<file path="config.mk">
export PLATFORM = sky130hd
export DESIGN_NAME = alu_seq_flat
export DESIGN_NICKNAME = d
export VERILOG_FILES = /design/src/rtl/alu_seq_pkg.sv /design/src/rtl/alu_seq_if.sv /design/src/rtl/alu_seq_regfile.sv /design/src/rtl/alu_seq.sv /design/src/flat_wrapper.sv
export SDC_FILE = /design/constraint.sdc
export NUM_CORES = 1
export LEC_CHECK = 0
export BUFFER_PORTS_ARGS = -buffer_cell sky130_fd_sc_hd__buf_2
export CAP_MARGIN = 20
export CELL_PAD_IN_SITES_DETAIL_PLACEMENT = 1
export CELL_PAD_IN_SITES_GLOBAL_PLACEMENT = 1
export CORE_MARGIN = 10
export CORE_UTILIZATION = 45
export DETAILED_ROUTE_END_ITERATION = 10
export GPL_TIMING_DRIVEN = 0
export PLACE_DENSITY = 0.82
export SKIP_LAST_GASP = 1
export SLEW_MARGIN = 20
export SYNTH_ARGS = -nofsm -noshare
export SYNTH_HDL_FRONTEND = slang
export SYNTH_HIERARCHICAL = 1
export SYNTH_SLANG_ARGS = --single-unit
export TNS_END_PERCENT = 1
</file>
<file path="constraint.sdc">
create_clock -name ck -period 5.35 [get_ports ck]
set_input_delay 0.2675 -clock ck [delete_from_list [all_inputs] [get_ports ck]]
set_output_delay 0.2675 -clock ck [all_outputs]
set_load 0.02 [all_outputs]
</file>
<file path="src/rtl/alu_seq_pkg.sv">
// alu_seq_pkg: shared types and constants for the alu_seq issue/write-back block.
// The optional flag outputs are enabled by defining ALU_SEQ_FLAGS_EN.
package alu_seq_pkg;

  localparam int REG_W = 8;
  localparam int IDX_W = 3;
  localparam int NREG  = 8;

  localparam logic [3:0] CTR_ADD = 4'b0000;
  localparam logic [3:0] CTR_SUB = 4'b0001;
  localparam logic [3:0] CTR_AND = 4'b1000;
  localparam logic [3:0] CTR_OR  = 4'b1001;
  localparam logic [3:0] CTR_XOR = 4'b1010;

  typedef enum logic [1:0] {
    IDLE = 2'd0,
    EXEC = 2'd1,
    WB   = 2'd2
  } state_t;

endpackage

</file>
<file path="src/rtl/alu_seq_if.sv">
// alu_seq_if: instruction handshake, ALU bus, write-back and debug signals of alu_seq.
// The master side is the upstream controller plus the external alu; the slave side is alu_seq.
// zero_flag/neg_flag exist only when ALU_SEQ_FLAGS_EN is defined.
interface alu_seq_if;
  import alu_seq_pkg::*;

  logic             in_valid;
  logic             in_ready;
  logic             in_ldi;
  logic [3:0]       in_ctr;
  logic [IDX_W-1:0] in_rd;
  logic [IDX_W-1:0] in_rs1;
  logic [IDX_W-1:0] in_rs2;
  logic [REG_W-1:0] in_imm;
  logic [REG_W-1:0] alu_a;
  logic [REG_W-1:0] alu_b;
  logic [3:0]       alu_ctr;
  logic [REG_W-1:0] alu_o;
  logic             done;
  logic [REG_W-1:0] wb_data;
  logic [IDX_W-1:0] dbg_sel;
  logic [REG_W-1:0] dbg_data;
`ifdef ALU_SEQ_FLAGS_EN
  logic             zero_flag;
  logic             neg_flag;
`endif

  modport master (
    output in_valid, in_ldi, in_ctr, in_rd, in_rs1, in_rs2, in_imm, alu_o, dbg_sel,
    input  in_ready, alu_a, alu_b, alu_ctr, done, wb_data, dbg_data
`ifdef ALU_SEQ_FLAGS_EN
    , zero_flag, neg_flag
`endif
  );

  modport slave (
    input  in_valid, in_ldi, in_ctr, in_rd, in_rs1, in_rs2, in_imm, alu_o, dbg_sel,
    output in_ready, alu_a, alu_b, alu_ctr, done, wb_data, dbg_data
`ifdef ALU_SEQ_FLAGS_EN
    , zero_flag, neg_flag
`endif
  );

endinterface

</file>
<file path="src/rtl/alu_seq_regfile.sv">
// alu_seq_regfile: 8x8 register array, one synchronous write port, two operand
// read ports and one debug read port, all reads combinational.
module alu_seq_regfile
  import alu_seq_pkg::*;
(
  input  logic             ck,
  input  logic             rst,
  input  logic             we_i,
  input  logic [IDX_W-1:0] waddr_i,
  input  logic [REG_W-1:0] wdata_i,
  input  logic [IDX_W-1:0] raddr1_i,
  input  logic [IDX_W-1:0] raddr2_i,
  input  logic [IDX_W-1:0] dbgAddr_i,
  output logic [REG_W-1:0] rdata1_o,
  output logic [REG_W-1:0] rdata2_o,
  output logic [REG_W-1:0] dbgData_o
);

  logic [REG_W-1:0] regs_q [NREG];

  // Clear every register on reset, otherwise write one entry when enabled.
  always_ff @(posedge ck) begin
    if (rst) begin
      for (int i = 0; i < NREG; i++) begin
        regs_q[i] <= '0;
      end
    end else if (we_i) begin
      regs_q[waddr_i] <= wdata_i;
    end
  end

  assign rdata1_o  = regs_q[raddr1_i];
  assign rdata2_o  = regs_q[raddr2_i];
  assign dbgData_o = regs_q[dbgAddr_i];

endmodule

</file>
<file path="src/rtl/alu_seq.sv">
// alu_seq: issue/write-back stage for the external 8-bit alu.
// Accepts ldi or ALU instructions, drives alu A/B/CTR from registers, waits
// ALU_LAT edges and writes alu O back. Define ALU_SEQ_FLAGS_EN for zero/neg flags.
module alu_seq
  import alu_seq_pkg::*;
#(
  parameter int ALU_LAT = 1
) (
  input logic     ck,
  input logic     rst,
  alu_seq_if.slave bus
);

  // Last latency count spent in EXEC before moving on to WB.
  localparam logic [1:0] LAT_LAST = 2'((ALU_LAT == 0) ? 0 : ALU_LAT - 1);

  state_t           state_q, state_d;
  logic [1:0]       latCnt_q, latCnt_d;
  logic [IDX_W-1:0] rd_q, rd_d;
  logic [REG_W-1:0] aluA_q, aluA_d;
  logic [REG_W-1:0] aluB_q, aluB_d;
  logic [3:0]       aluCtr_q, aluCtr_d;
  logic [REG_W-1:0] wbData_q, wbData_d;
  logic             done_q, done_d;

  logic             regWe;
  logic [IDX_W-1:0] regWaddr;
  logic [REG_W-1:0] regWdata;
  logic [REG_W-1:0] rdata1, rdata2;

  alu_seq_regfile u_regfile (
    .ck        (ck),
    .rst       (rst),
    .we_i      (regWe),
    .waddr_i   (regWaddr),
    .wdata_i   (regWdata),
    .raddr1_i  (bus.in_rs1),
    .raddr2_i  (bus.in_rs2),
    .dbgAddr_i (bus.dbg_sel),
    .rdata1_o  (rdata1),
    .rdata2_o  (rdata2),
    .dbgData_o (bus.dbg_data)
  );

  // Next state, operand capture and the single register write port selection.
  always_comb begin
    state_d  = state_q;
    latCnt_d = latCnt_q;
    rd_d     = rd_q;
    aluA_d   = aluA_q;
    aluB_d   = aluB_q;
    aluCtr_d = aluCtr_q;
    wbData_d = wbData_q;
    done_d   = 1'b0;
    regWe    = 1'b0;
    regWaddr = rd_q;
    regWdata = bus.alu_o;
    case (state_q)
      IDLE: begin
        if (bus.in_valid) begin
          if (bus.in_ldi) begin
            regWe    = 1'b1;
            regWaddr = bus.in_rd;
            regWdata = bus.in_imm;
            wbData_d = bus.in_imm;
            done_d   = 1'b1;
          end else begin
            aluA_d   = rdata1;
            aluB_d   = rdata2;
            aluCtr_d = bus.in_ctr;
            rd_d     = bus.in_rd;
            latCnt_d = '0;
            state_d  = (ALU_LAT == 0) ? WB : EXEC;
          end
        end
      end
      EXEC: begin
        if (latCnt_q == LAT_LAST) begin
          state_d = WB;
        end else begin
          latCnt_d = latCnt_q + 2'd1;
        end
      end
      WB: begin
        regWe    = 1'b1;
        wbData_d = bus.alu_o;
        done_d   = 1'b1;
        state_d  = IDLE;
      end
      default: state_d = IDLE;
    endcase
  end

  // State and output registers; reset wins over any simultaneous accept.
  always_ff @(posedge ck) begin
    if (rst) begin
      state_q  <= IDLE;
      latCnt_q <= '0;
      rd_q     <= '0;
      aluA_q   <= '0;
      aluB_q   <= '0;
      aluCtr_q <= '0;
      wbData_q <= '0;
      done_q   <= 1'b0;
    end else begin
      state_q  <= state_d;
      latCnt_q <= latCnt_d;
      rd_q     <= rd_d;
      aluA_q   <= aluA_d;
      aluB_q   <= aluB_d;
      aluCtr_q <= aluCtr_d;
      wbData_q <= wbData_d;
      done_q   <= done_d;
    end
  end

`ifdef ALU_SEQ_FLAGS_EN
  logic zeroFlag_q, negFlag_q;

  // Flags follow every register write, ldi included.
  always_ff @(posedge ck) begin
    if (rst) begin
      zeroFlag_q <= 1'b0;
      negFlag_q  <= 1'b0;
    end else if (regWe) begin
      zeroFlag_q <= (regWdata == '0);
      negFlag_q  <= regWdata[REG_W-1];
    end
  end

  assign bus.zero_flag = zeroFlag_q;
  assign bus.neg_flag  = negFlag_q;
`endif

  assign bus.in_ready = (state_q == IDLE);
  assign bus.alu_a    = aluA_q;
  assign bus.alu_b    = aluB_q;
  assign bus.alu_ctr  = aluCtr_q;
  assign bus.wb_data  = wbData_q;
  assign bus.done     = done_q;

endmodule

</file>
<file path="src/flat_wrapper.sv">
// flat-port wrapper written by rule: the top's interface ports become plain ports
module alu_seq_flat import alu_seq_pkg::*;
#(
  parameter int ALU_LAT = 1
)
  (ck, rst, bus_in_valid, bus_in_ldi, bus_in_ctr, bus_in_rd, bus_in_rs1, bus_in_rs2, bus_in_imm, bus_alu_o, bus_dbg_sel, bus_in_ready, bus_alu_a, bus_alu_b, bus_alu_ctr, bus_done, bus_wb_data, bus_dbg_data);
  alu_seq_if bus_i ();
  input logic ck;
  input logic rst;
  input wire logic [$bits(bus_i.in_valid)-1:0] bus_in_valid;
  input wire logic [$bits(bus_i.in_ldi)-1:0] bus_in_ldi;
  input wire logic [$bits(bus_i.in_ctr)-1:0] bus_in_ctr;
  input wire logic [$bits(bus_i.in_rd)-1:0] bus_in_rd;
  input wire logic [$bits(bus_i.in_rs1)-1:0] bus_in_rs1;
  input wire logic [$bits(bus_i.in_rs2)-1:0] bus_in_rs2;
  input wire logic [$bits(bus_i.in_imm)-1:0] bus_in_imm;
  input wire logic [$bits(bus_i.alu_o)-1:0] bus_alu_o;
  input wire logic [$bits(bus_i.dbg_sel)-1:0] bus_dbg_sel;
  output wire logic [$bits(bus_i.in_ready)-1:0] bus_in_ready;
  output wire logic [$bits(bus_i.alu_a)-1:0] bus_alu_a;
  output wire logic [$bits(bus_i.alu_b)-1:0] bus_alu_b;
  output wire logic [$bits(bus_i.alu_ctr)-1:0] bus_alu_ctr;
  output wire logic [$bits(bus_i.done)-1:0] bus_done;
  output wire logic [$bits(bus_i.wb_data)-1:0] bus_wb_data;
  output wire logic [$bits(bus_i.dbg_data)-1:0] bus_dbg_data;
  assign bus_i.in_valid = bus_in_valid;
  assign bus_i.in_ldi = bus_in_ldi;
  assign bus_i.in_ctr = bus_in_ctr;
  assign bus_i.in_rd = bus_in_rd;
  assign bus_i.in_rs1 = bus_in_rs1;
  assign bus_i.in_rs2 = bus_in_rs2;
  assign bus_i.in_imm = bus_in_imm;
  assign bus_i.alu_o = bus_alu_o;
  assign bus_i.dbg_sel = bus_dbg_sel;
  assign bus_in_ready = bus_i.in_ready;
  assign bus_alu_a = bus_i.alu_a;
  assign bus_alu_b = bus_i.alu_b;
  assign bus_alu_ctr = bus_i.alu_ctr;
  assign bus_done = bus_i.done;
  assign bus_wb_data = bus_i.wb_data;
  assign bus_dbg_data = bus_i.dbg_data;
  alu_seq #(.ALU_LAT(ALU_LAT)) u_core (.ck(ck), .rst(rst), .bus(bus_i));
endmodule
</file>
==> results.env, run 1 <==
STATUS='completed'
DIEHEIGHT_UM=132
TCRIT_TCLK_FINAL_PCT=63.9
GRT.MET3_USAGE_PCT=3.66
REG2REG_SLACK_NS=1.93
SYNTH_CELL_TYPES=33
R2R-END='u_core/u_regfile/regs_q[4][1]'
AVERAGE_VIA_COUNT_PER_STANDARD_CELL=6.09
MAX_FREQ_GHz=0.292
R2R-START='u_core/state_q[0]'
CLK_TRANSITION_REPORTED_PATHS_NS=0.07
HP-CLASS='input pin to flip-flop'
ANTENNA-DIODE-COUNT=0
CELLPOWERDENSITY_nW_PER_UM2=281
GRT_SETUP_UNREPAIRED='false'
MAX_SLEW.WORST_PIN.SLEW_NS=1.06
GRT_MAX_DEGREE=16
TRITONCTS.NUM_BUFFERS=9
DATA_REQUIRED_CRITICAL_PATH_NS=5.31
TIMING.MAX_SLEW.REL_SLACK_PCT=29.4
FINAL_CELL_MIX='sky130_fd_sc_hd__buf_2 (76), sky130_fd_sc_hd__nor3_1 (65), sky130_fd_sc_hd__edfxtp_1 (64)'
GRT_PASS1_WL_UM=25400
CLOCK-SINKS=100
ROUTED_WIRE_PER_STD_CELL_UM=24.6
SYN_NETS=461
LAYOUT.CELLS.MOST_COMMON='sky130_fd_sc_hd__buf_2'
CTS.HOLD.BUFFERS_ADDED=0
DETAIL-ROUTE-ANTENNA-NETS=0
HOLD_END='u_core/bus.alu_ctr[3]'
REPORT.FINAL.HOLD_VIOL_COUNT=0
CORE_AREA_UM2=12100
CRITICAL_PATH_ARRIVAL_NS=3.38
GP_CONGESTION=0.915
GROUTE.LAYER.MET1.USAGE_PCT=22.8
ENDPOINT_KIND='flip-flop'
DIE_W_UM=132
CRITICAL_PATH_PEAK_FANOUT=10
SETUP_CP_TYPE='flip-flop to flip-flop'
VIA_COUNT=4095
START_UTIL_PCT=46.3
GRTUSAGEMET2_PCT=31.3
CTS_REPAIR_RESIZE_COUNT=0
REMAINING_DRC_ERRORS=0
DRT-TOTAL-WL_UM=16500
SYNTHTOLAYOUTAREAGROWTH_PCT=14.5
VDD_IR_DROP_MAX_V=0.000144
WORST_HOLD_SLACK_NS=0.153
R2R_CELLS=9
DRT-PASS1-ITER-COUNT=4
FINAL_NETS=536
ROWS=40
OVERALL_DIE_AREA_UM2=17300
LAYOUT-DRIVE-GT1-SHARE_PCT=29.2
PLACED_AREA_UM2=6140
HTREEDEPTH=3
POSTCTSSETUPBUFFERS=0
DRV.MAX_CAP_VIOLATION_COUNT=0
WORSTHOLDSTART='bus_in_ctr[3]'
CP_SLOWEST_CELL='sky130_fd_sc_hd__o21bai_1'
PLACE.DETAILED.HPWL_UM=12700
FINAL.MIN_CLOCK_PERIOD_NS=3.42
CTS_TREE='built'
LEAK_PWR_nW=2.49
SYNTHESIS.AREA_UM2=5610
SYNTH_EDF_COUNT=64
PATH_DELAY_FAMILY='buffers and inverters'
SYNTHESIS.YOSYS.WARNINGS=6
TIMING.SETUP.TNS_NS=0
ASYNC_FLOP_SHARE_PCT=0
SYNTHESIZED_INSTANCE_COUNT=424
GLOBAL_ROUTE.OVERFLOW_TOTAL=0
PRECTSSETUPSLACK_NS=1.97
FINAL_MAX_SLEW_VIOLS=0
GRT-BUSIEST-LAYER='met2'
WORSTPATHBUFFERINVERTERCOUNT=4
YOSYSSEQAREASHARE_PCT=47.1
SETUP.WORST_PATH.START_CLASS='flip-flop'
SYNTH.FF_LATCH_COUNT=100
GRT.TOTAL_USAGE_PCT=18.6
IO-PIN-COUNT=74
YS_DOMINANT_REG_CELL='sky130_fd_sc_hd__edfxtp_1'
PORT_BUFFERS=64
AVGSYNTHCELLAREA_UM2=13.2
CTS.PATH.MAX_BUFFERS=2
SETUP_VIOLATIONS=0
HOLDPATHSTAGES=3
NUMBER_OF_ANTENNA_VIOLATIONS_AT_THE_FIRST_CHECK_IN_GLOBAL_ROUTING=0
DRT-INITIAL-DRC-COUNT=441
CP_CELL_INSTANCES='buf_6, nor2_1, and3_1, buf_2, mux2_2, nand2b_1, clkbuf_1, buf_1, o21bai_1'
TIMING.FINAL.WS_SETUP_NS=1.93
FIRST_GLOBAL_VIAS=4301
CLOCK_SKEW_NS=0.0101
ROOT_BUFFER='sky130_fd_sc_hd__clkbuf_16'
CLOCK_INSERTION_DELAY_WORST_SKEW_NS=0.35
FINAL_AREA_UM2=6420
SLOWEST_DELAY_NS=0.89
stage by stage:
stage | instances | power, mW | utilization [%]
CTS | 672 | 1.81 | 53.0
finish | 672 | 1.80 | 53.0
global route | 672 | 1.86 | 53.0
detailed placement | 656 | 1.20 | 50.7
global placement | 656 | 1.18 | 50.7
floorplan | 424 | 1.09 | -
Yosys cell counts (2+ instances only):
| cell type | number | share of area (%) |
|---|---|---|
| sky130_fd_sc_hd__nor3_1 | 65 | 5.8 |
| sky130_fd_sc_hd__buf_1 | 5 | 0.33 |
| sky130_fd_sc_hd__nor2_1 | 2 | 0.13 |
| sky130_fd_sc_hd__buf_6 | 6 | 1.2 |
| sky130_fd_sc_hd__o21bai_1 | 8 | 1.1 |
| sky130_fd_sc_hd__clkbuf_1 | 15 | 1.0 |
| sky130_fd_sc_hd__edfxtp_1 | 64 | 34 |
| sky130_fd_sc_hd__inv_1 | 2 | 0.13 |
| sky130_fd_sc_hd__mux2_2 | 35 | 7.0 |
| sky130_fd_sc_hd__a21oi_1 | 32 | 2.9 |
| sky130_fd_sc_hd__a211oi_1 | 8 | 1.1 |
| sky130_fd_sc_hd__or3b_2 | 2 | 0.31 |
| sky130_fd_sc_hd__mux4_1 | 41 | 19 |
| sky130_fd_sc_hd__mux2i_1 | 8 | 1.4 |
| sky130_fd_sc_hd__dfxtp_1 | 36 | 13 |
| sky130_fd_sc_hd__mux4_2 | 7 | 2.8 |
| sky130_fd_sc_hd__buf_2 | 12 | 1.1 |
| sky130_fd_sc_hd__nand2b_1 | 4 | 0.45 |
| sky130_fd_sc_hd__buf_12 | 3 | 1.1 |
| sky130_fd_sc_hd__clkinv_1 | 9 | 0.60 |
| sky130_fd_sc_hd__nand2_1 | 48 | 3.2 |
layout make-up:
| class | count | area, µm² |
|---|---|---|
| Buffer | 41 | 263 |
| Clock buffer | 12 | 256 |
| Clock inverter | 4 | 23.8 |
| Fill cell | 1282 | 5700 |
| Inverter | 11 | 41.3 |
| Multi-Input combinational cell | 272 | 2660 |
| Sequential cell | 100 | 2640 |
| Tap cell | 168 | 210 |
| Timing Repair Buffer | 64 | 320 |
how the worst max path moves through the flow:
| stage | startpoint | endpoint | slack (ns) | cells past startpoint |
|---|---|---|---|---|
| CTS | u_core/state_q[0] | u_core/u_regfile/regs_q[4][1] | 1.94 | 9 |
| detailed placement | u_core/state_q[0] | u_core/u_regfile/regs_q[4][1] | 1.97 | 9 |
| finish | u_core/state_q[0] | u_core/u_regfile/regs_q[4][1] | 1.93 | 9 |
| global placement | u_core/state_q[0] | u_core/u_regfile/regs_q[1][0] | 2.11 | 9 |
| global route | u_core/state_q[0] | u_core/u_regfile/regs_q[0][1] | 1.79 | 9 |
| floorplan | u_core/state_q[0] | u_core/u_regfile/regs_q[0][0] | 2.31 | 9 |
layer usage:
metal  part of all wire (%)  wire length, µm  up-vias
met4                    2.1              347        0
li1                       -                -     1820
met3                    7.5             1230       23
met5                      0                0        -
met1                     40             6640     2081
met2                     50             8300      171
flip-flops by register name, summed over array words and instances (netlist names):
name and flops:
u_core/u_regfile/regs_q 64, u_core/bus.alu_ctr 4, u_core/rd_q 3, u_core/bus.alu_a 8
u_core/latCnt_q 2, u_core/state_q 2, u_core/bus.done 1, u_core/bus.alu_b 8
u_core/bus.wb_data 8
worst reg2reg max path: cells and delay by family (launching register included):
kind                   cells  cell delay [ns]
AND/OR/NAND/NOR            3             0.48
buffers and inverters      4             0.95
multiplexers               1             0.41
flip-flops                 1             0.31
AO/OA/AOI/OAI              1             0.89
where the power goes:
| group | switching, mW | leakage (nW) | internal [mW] |
|---|---|---|---|
| logic | 0.169 | 1.39 | 0.127 |
| clock network | 0.282 | 0.142 | 0.340 |
| registers | 0.0295 | 0.957 | 0.856 |
| total | 0.480 | 2.49 | 1.32 |
cell families (layout without fill, tap and decap cells):
kind of cell	count (synthesis)	after routing	share of synthesized area [%]
and+or+nand+nor	128	128	11.1
DFF	100	100	47.1
muxes	91	91	30.5
AOI/OAI and AO/OA	52	52	5.58
buffers and inverters	52	132	5.42
adders and majority gates	1	1	0.223
Note: power is estimated with default switching activity, not from simulation.
==> run 2: changes to the inputs <==
==> constraint.sdc (replaced) <==
create_clock -name ck -period 3.4 [get_ports ck]
set_input_delay 0.17 -clock ck [delete_from_list [all_inputs] [get_ports ck]]
set_output_delay 0.17 -clock ck [all_outputs]
set_load 0.02 [all_outputs]
==> run 2 against run 1 <==
Effect of this change: cell area up 0.12%; combinational power increased by 58%; sequential share of layout area about the same; die area stayed put; first-iteration DRC count fell by 5.4%; critical path type unchanged; critical endpoint is now u_core/u_regfile/regs_q[1][1]; largest cell class unchanged.
==> results.env, run 2 (synthesis results as in run 1) <==
DETAIL-ROUTE-ANTENNA-NETS=0
OVERALL_DIE_AREA_UM2=17300
GP_CONGESTION=0.915
WORSTSETUPSTARTPOINT='u_core/state_q[0]'
DIE_W_UM=132
NUMBER_OF_ANTENNA_VIOLATIONS_AT_THE_FIRST_CHECK_IN_GLOBAL_ROUTING=0
FINAL_NETS=536
CELLPOWERDENSITY_nW_PER_UM2=442
CRITICAL_PATH_ARRIVAL_NS=3.34
GRT_PASS1_WL_UM=25400
CLOCK-SINKS=100
LEAK_PWR_nW=2.49
GRT.TOTAL_USAGE_PCT=18.6
GRT_MAX_DEGREE=16
FINAL_MAX_SLEW_VIOLS=0
REMAINING_DRC_ERRORS=0
NETSWITCHINGFRACTION_PCT=26.6
SETUP_VIOLATIONS=0
CTS.HOLD.BUFFERS_ADDED=0
PLACE.DETAILED.HPWL_UM=12700
ROOT_BUFFER='sky130_fd_sc_hd__clkbuf_16'
TRITONCTS.NUM_BUFFERS=9
CRITICAL_PATH_PEAK_FANOUT=10
LARGEST-REGISTER='u_core/u_regfile/regs_q'
MAX_FREQ_GHz=0.297
SYNTHTOLAYOUTAREAGROWTH_PCT=14.6
PLACED_CELLS_INCL_TAPS=656
FIRST_GLOBAL_VIAS=4301
SLOWEST_DELAY_NS=0.71
R2R_CELLS=9
HTREEDEPTH=3
LARGEST_REGISTER_FF_COUNT=64
CORE_AREA_UM2=12100
SETUP.WORST_PATH.START_CLASS='flip-flop'
CRITICAL_PATH.ENDPOINT='u_core/u_regfile/regs_q[1][1]'
P_INT_mW=2.08
MAX_SLEW.WORST_PIN.SLEW_NS=0.971
FINAL.MIN_CLOCK_PERIOD_NS=3.37
CLOCK_POWER_SHARE_PCT=34.5
ROUTED_WIRE_PER_STD_CELL_UM=24.6
ANTENNA-DIODE-COUNT=0
FINAL_TOTAL_PWR_mW=2.84
FINALCOREUTILIZATION_PCT=53.0
DRT-INITIAL-DRC-COUNT=417
PORTION_OF_TOTAL_POWER_ATTRIBUTED_TO_SEQUENTIAL_CELLS_PCT=49.1
DRT-PASS1-ITER-COUNT=4
CLK_TRANSITION_REPORTED_PATHS_NS=0.07
PORT_BUFFERS=64
VIA_COUNT=4103
LAYOUT.CELLS.MOST_COMMON='sky130_fd_sc_hd__buf_2'
START_UTIL_PCT=46.3
SETUP_CP_TYPE='flip-flop to flip-flop'
CLOCK_INSERTION_DELAY_WORST_SKEW_NS=0.35
CTS.PATH.MAX_BUFFERS=2
POSTCTSSETUPBUFFERS=0
CTS_REPAIR_RESIZE_COUNT=1
DIEHEIGHT_UM=132
DRV.MAX_CAP_VIOLATION_COUNT=0
R2R-START='u_core/state_q[0]'
STATUS='completed'
ROWS=40
P_SW_mW=0.756
CLOCK_SKEW_NS=0.0100
COMB_POWER_SHARE_PCT=16.4
R2R-END='u_core/u_regfile/regs_q[1][1]'
DRT-TOTAL-WL_UM=16500
FINAL_CELL_MIX='sky130_fd_sc_hd__buf_2 (76), sky130_fd_sc_hd__nor3_1 (65), sky130_fd_sc_hd__edfxtp_1 (64)'
GLOBAL_ROUTE.OVERFLOW_TOTAL=0
DATA_REQUIRED_CRITICAL_PATH_NS=3.37
INSTANCES_NO_FILL=672
CP_SLOWEST_CELL='sky130_fd_sc_hd__o21bai_1'
CTS_TREE='built'
IO-PIN-COUNT=74
CP_CELL_INSTANCES='buf_6, nor2_1, and3_1, buf_2, mux2_2, or2_2, clkbuf_1, buf_1, o21bai_1'
TCRIT_TCLK_FINAL_PCT=99.0
TIMING.MAX_SLEW.REL_SLACK_PCT=35.1
REPORT.FINAL.HOLD_VIOL_COUNT=0
LAYOUT-DRIVE-GT1-SHARE_PCT=29.6
GRT_SETUP_UNREPAIRED='true'
NUM-FILL-CELLS=1280
VDD_IR_DROP_MAX_V=0.000218
AVERAGE_VIA_COUNT_PER_STANDARD_CELL=6.11
REG2REG_SLACK_NS=0.03
ENDPOINT_KIND='flip-flop'
HP-CLASS='input pin to flip-flop'
run 2: cell counts in the layout (fill, tap and decap cells not counted):
No cell type changed its count.
run 2: worst min-delay path by stage:
stage                                  endpoint  slack (ns)  cells past startpoint           from
after detailed placement  u_core/bus.alu_ctr[3]        0.42                      3  bus_in_ctr[3]
after floorplan                  u_core/rd_q[0]        0.31                      2   bus_in_rd[0]
after CTS                 u_core/bus.alu_ctr[3]        0.04                      3  bus_in_ctr[3]
after global placement    u_core/bus.alu_ctr[3]        0.41                      3  bus_in_ctr[3]
after global routing      u_core/bus.alu_ctr[0]        0.06                      3  bus_in_ctr[0]
final                     u_core/bus.alu_ctr[3]        0.06                      3  bus_in_ctr[3]
run 2: power groups by stage:
stage	logic, mW	clock network (mW)	registers [mW]
2_1_floorplan	0.298	0	1.42
3_3_place_gp	0.444	0	1.41
3_5_place_dp	0.463	0	1.42
4_1_cts	0.467	0.998	1.39
5_1_grt	0.498	1.03	1.40
6_report	0.466	0.978	1.39
run 2: critical path: cells and delay by family (launching register included):
family	cells	cell delay, ns
AOI/OAI and AO/OA	1	0.71
buffers and inverters	4	0.93
DFF	1	0.31
muxes	1	0.41
and+or+nand+nor	3	0.63
run 2: through the flow:
stage | worst slack [ns] | instance area, µm² | setup TNS [ns] | hold slack, ns
2_1_floorplan | 0.359 | 5610 | 0 | 0.306
3_3_place_gp | 0.163 | 6140 | 0 | 0.415
3_5_place_dp | 0.0183 | 6140 | 0 | 0.422
4_1_cts | -0.000810 | 6420 | -0.00233 | 0.0408
5_1_grt | -0.152 | 6420 | -2.05 | 0.0564
6_report | 0.0328 | 6420 | 0 | 0.0552
run 2: per-layer routing:
layer / share of wire, % / GRT usage [%] / up-vias
met4: 2.3 / 7.60 / 0
met1: 40 / 22.8 / 2082
met5: 0 / 0 / -
met2: 50 / 31.3 / 174
li1: - / - / 1820
met3: 7.6 / 3.66 / 27
run 2: area by class of cell:
type | instances | area, µm² | share of cell area (%)
plain buffers | 41 | 263 | 4.09
clock buffers | 12 | 256 | 3.99
clock inverters | 4 | 23.8 | 0.370
inverters | 11 | 41.3 | 0.643
multi-input cells | 272 | 2670 | 41.5
flip-flops and latches | 100 | 2640 | 41.1
well taps | 168 | 210 | 3.27
repair buffers | 64 | 320 | 4.99
==> run 3: changes to the inputs <==
--- a/config.mk
+++ b/config.mk
@@ -9,7 +9,6 @@
 export CAP_MARGIN = 20
 export CELL_PAD_IN_SITES_DETAIL_PLACEMENT = 1
 export CELL_PAD_IN_SITES_GLOBAL_PLACEMENT = 1
-export CORE_MARGIN = 10
 export CORE_UTILIZATION = 45
 export DETAILED_ROUTE_END_ITERATION = 10
 export GPL_TIMING_DRIVEN = 0
==> run 3 against run 2 <==
Effect of this change: register-to-register slack got worse by 0.03 ns; wire length is 1.4% higher; sequential share of layout area fell by 0.23 points; fmax decreased by 0.95%; via count grew 2.1%; clock-buffer cell count grew 1.
==> results.env, run 3 (synthesis results as in run 1) <==
GRT.MET3_USAGE_PCT=5.31
MAX_FREQ_GHz=0.294
LARGEST-REGISTER='u_core/u_regfile/regs_q'
VIA_COUNT=4188
GRT_PASS1_WL_UM=25800
CLK_TRANSITION_REPORTED_PATHS_NS=0.08
DRT-PASS1-ITER-COUNT=5
AVERAGE_VIA_COUNT_PER_STANDARD_CELL=6.23
OVERALL_DIE_AREA_UM2=12900
CRITICAL_PATH_PEAK_FANOUT=10
HTREEDEPTH=3
CRITICAL_PATH_ARRIVAL_NS=3.36
GRT_SETUP_UNREPAIRED='true'
CTS_TREE='built'
MAX_SLEW.WORST_PIN.SLEW_NS=0.989
CLOCK_SKEW_NS=0.0125
DATA_REQUIRED_CRITICAL_PATH_NS=3.36
DIEHEIGHT_UM=114
SETUP_CP_TYPE='flip-flop to flip-flop'
GROUTE.LAYER.MET1.USAGE_PCT=35.4
TRITONCTS.NUM_BUFFERS=9
PORTION_OF_TOTAL_POWER_ATTRIBUTED_TO_SEQUENTIAL_CELLS_PCT=47.5
ROOT_BUFFER='sky130_fd_sc_hd__clkbuf_16'
NUMBER_OF_ANTENNA_VIOLATIONS_AT_THE_FIRST_CHECK_IN_GLOBAL_ROUTING=0
DRT-INITIAL-DRC-COUNT=446
WORSTHOLDSTART='bus_in_ctr[2]'
POSTCTSSETUPBUFFERS=0
PLACE.DETAILED.HPWL_UM=12100
CLOCK_POWER_SHARE_PCT=36.5
DRT-TOTAL-WL_UM=16700
ROWS=40
FINAL_MAX_SLEW_VIOLS=0
P_INT_mW=2.16
CTS_REPAIR_RESIZE_COUNT=1
CTS.PATH.MAX_BUFFERS=2
GRT.TOTAL_USAGE_PCT=27.3
GRT-BUSIEST-LAYER='met2'
IO-PIN-COUNT=74
ANTENNA-DIODE-COUNT=0
CTS.HOLD.BUFFERS_ADDED=0
SETUP.WORST_PATH.START_CLASS='flip-flop'
ROUTED_WIRE_PER_STD_CELL_UM=24.9
FINAL_TOTAL_PWR_mW=2.94
P_SW_mW=0.778
SYNTHTOLAYOUTAREAGROWTH_PCT=15.2
TCRIT_TCLK_FINAL_PCT=100
CELLPOWERDENSITY_nW_PER_UM2=454
DETAIL-ROUTE-ANTENNA-NETS=0
GLOBAL_ROUTE.OVERFLOW_TOTAL=0
CLOCK_INSERTION_DELAY_WORST_SKEW_NS=0.34
REMAINING_DRC_ERRORS=0
COMB_POWER_SHARE_PCT=16.0
R2R-START='u_core/state_q[0]'
HP-CLASS='input pin to flip-flop'
FINAL_CELL_MIX='sky130_fd_sc_hd__buf_2 (76), sky130_fd_sc_hd__nor3_1 (65), sky130_fd_sc_hd__edfxtp_1 (64)'
TIMING.SETUP.TNS_NS=0
VDD_IR_DROP_MAX_V=0.000296
CORE_AREA_UM2=12100
NETSWITCHINGFRACTION_PCT=26.5
START_UTIL_PCT=46.5
GP_CONGESTION=0.894
LEAK_PWR_nW=2.51
LAYOUT-DRIVE-GT1-SHARE_PCT=29.6
FINAL_NETS=536
PORT_BUFFERS=64
SETUP_VIOLATIONS=0
CLOCK-SINKS=100
FINAL.MIN_CLOCK_PERIOD_NS=3.40
GRTUSAGEMET2_PCT=45.2
FIRST_GLOBAL_VIAS=4311
LAYOUT.CELLS.MOST_COMMON='sky130_fd_sc_hd__buf_2'
ENDPOINT_KIND='flip-flop'
GRT_MAX_DEGREE=17
WORSTSETUPSTARTPOINT='u_core/state_q[0]'
LARGEST_REGISTER_FF_COUNT=64
STATUS='completed'
REPORT.FINAL.HOLD_VIOL_COUNT=0
TIMING.MAX_SLEW.REL_SLACK_PCT=33.9
DRV.MAX_CAP_VIOLATION_COUNT=0
DIE_W_UM=114
## run 3: worst paths after layout
| path | endpoint | slack [ns] | cells after the start |
|---|---|---|---|
| max | u_core/u_regfile/regs_q[4][0] | 0.0006 | 9 |
| min | u_core/bus.alu_ctr[2] | 0.06 | 3 |
| max reg2reg | u_core/u_regfile/regs_q[4][0] | 0.0006 | 9 |
| min reg2reg | u_core/bus.alu_b[1] | 0.45 | 2 |
## run 3: metrics by stage
| step | utilization [%] | setup slack, ns | hold slack, ns | std cells | cell area [µm²] |
|---|---|---|---|---|---|
| 2_1_floorplan | - | 0.359 | 0.306 | 424 | 5610 |
| 3_3_place_gp | 50.9 | 0.175 | 0.413 | 656 | 6140 |
| 3_5_place_dp | 50.9 | 0.0240 | 0.423 | 656 | 6140 |
| 4_1_cts | 53.5 | -0.0433 | 0.0533 | 672 | 6460 |
| 5_1_grt | 53.6 | -0.143 | 0.0639 | 672 | 6460 |
| 6_report | 53.6 | 0.000646 | 0.0640 | 672 | 6460 |
## run 3: layout make-up
class | count | area [µm²]
fill | 1246 | 5600
multi-input combinational | 272 | 2670
sequential | 100 | 2640
timing repair buffer | 64 | 320
clock buffer | 13 | 293
buffer | 41 | 263
tap | 168 | 210
inverter | 11 | 41.3
clock inverter | 3 | 23.8
## run 3: critical path: stages, from the launching register on
cell and delay (ns):
sky130_fd_sc_hd__dfxtp_1 0.32, sky130_fd_sc_hd__buf_6 0.13, sky130_fd_sc_hd__nor2_1 0.15, sky130_fd_sc_hd__and3_1 0.20, sky130_fd_sc_hd__buf_2 0.28, sky130_fd_sc_hd__mux2_2 0.42, sky130_fd_sc_hd__nand2b_1 0.15, sky130_fd_sc_hd__clkbuf_1 0.23
sky130_fd_sc_hd__buf_1 0.32, sky130_fd_sc_hd__o21bai_1 0.79
## run 3: power by group through the flow
stage / clock (mW) / sequential [mW] / combinational (mW)
after floorplan: 0 / 1.42 / 0.298
after global placement: 0 / 1.41 / 0.443
after detailed placement: 0 / 1.42 / 0.459
after CTS: 1.09 / 1.39 / 0.468
after global routing: 1.13 / 1.40 / 0.499
final: 1.07 / 1.39 / 0.470
## run 3: metal layers
metal  up-vias  part of all wire [%]
met5         -                     0
met4         0                   3.1
met3        43                   7.2
met2       210                    49
met1      2115                    41
li1       1820                     -
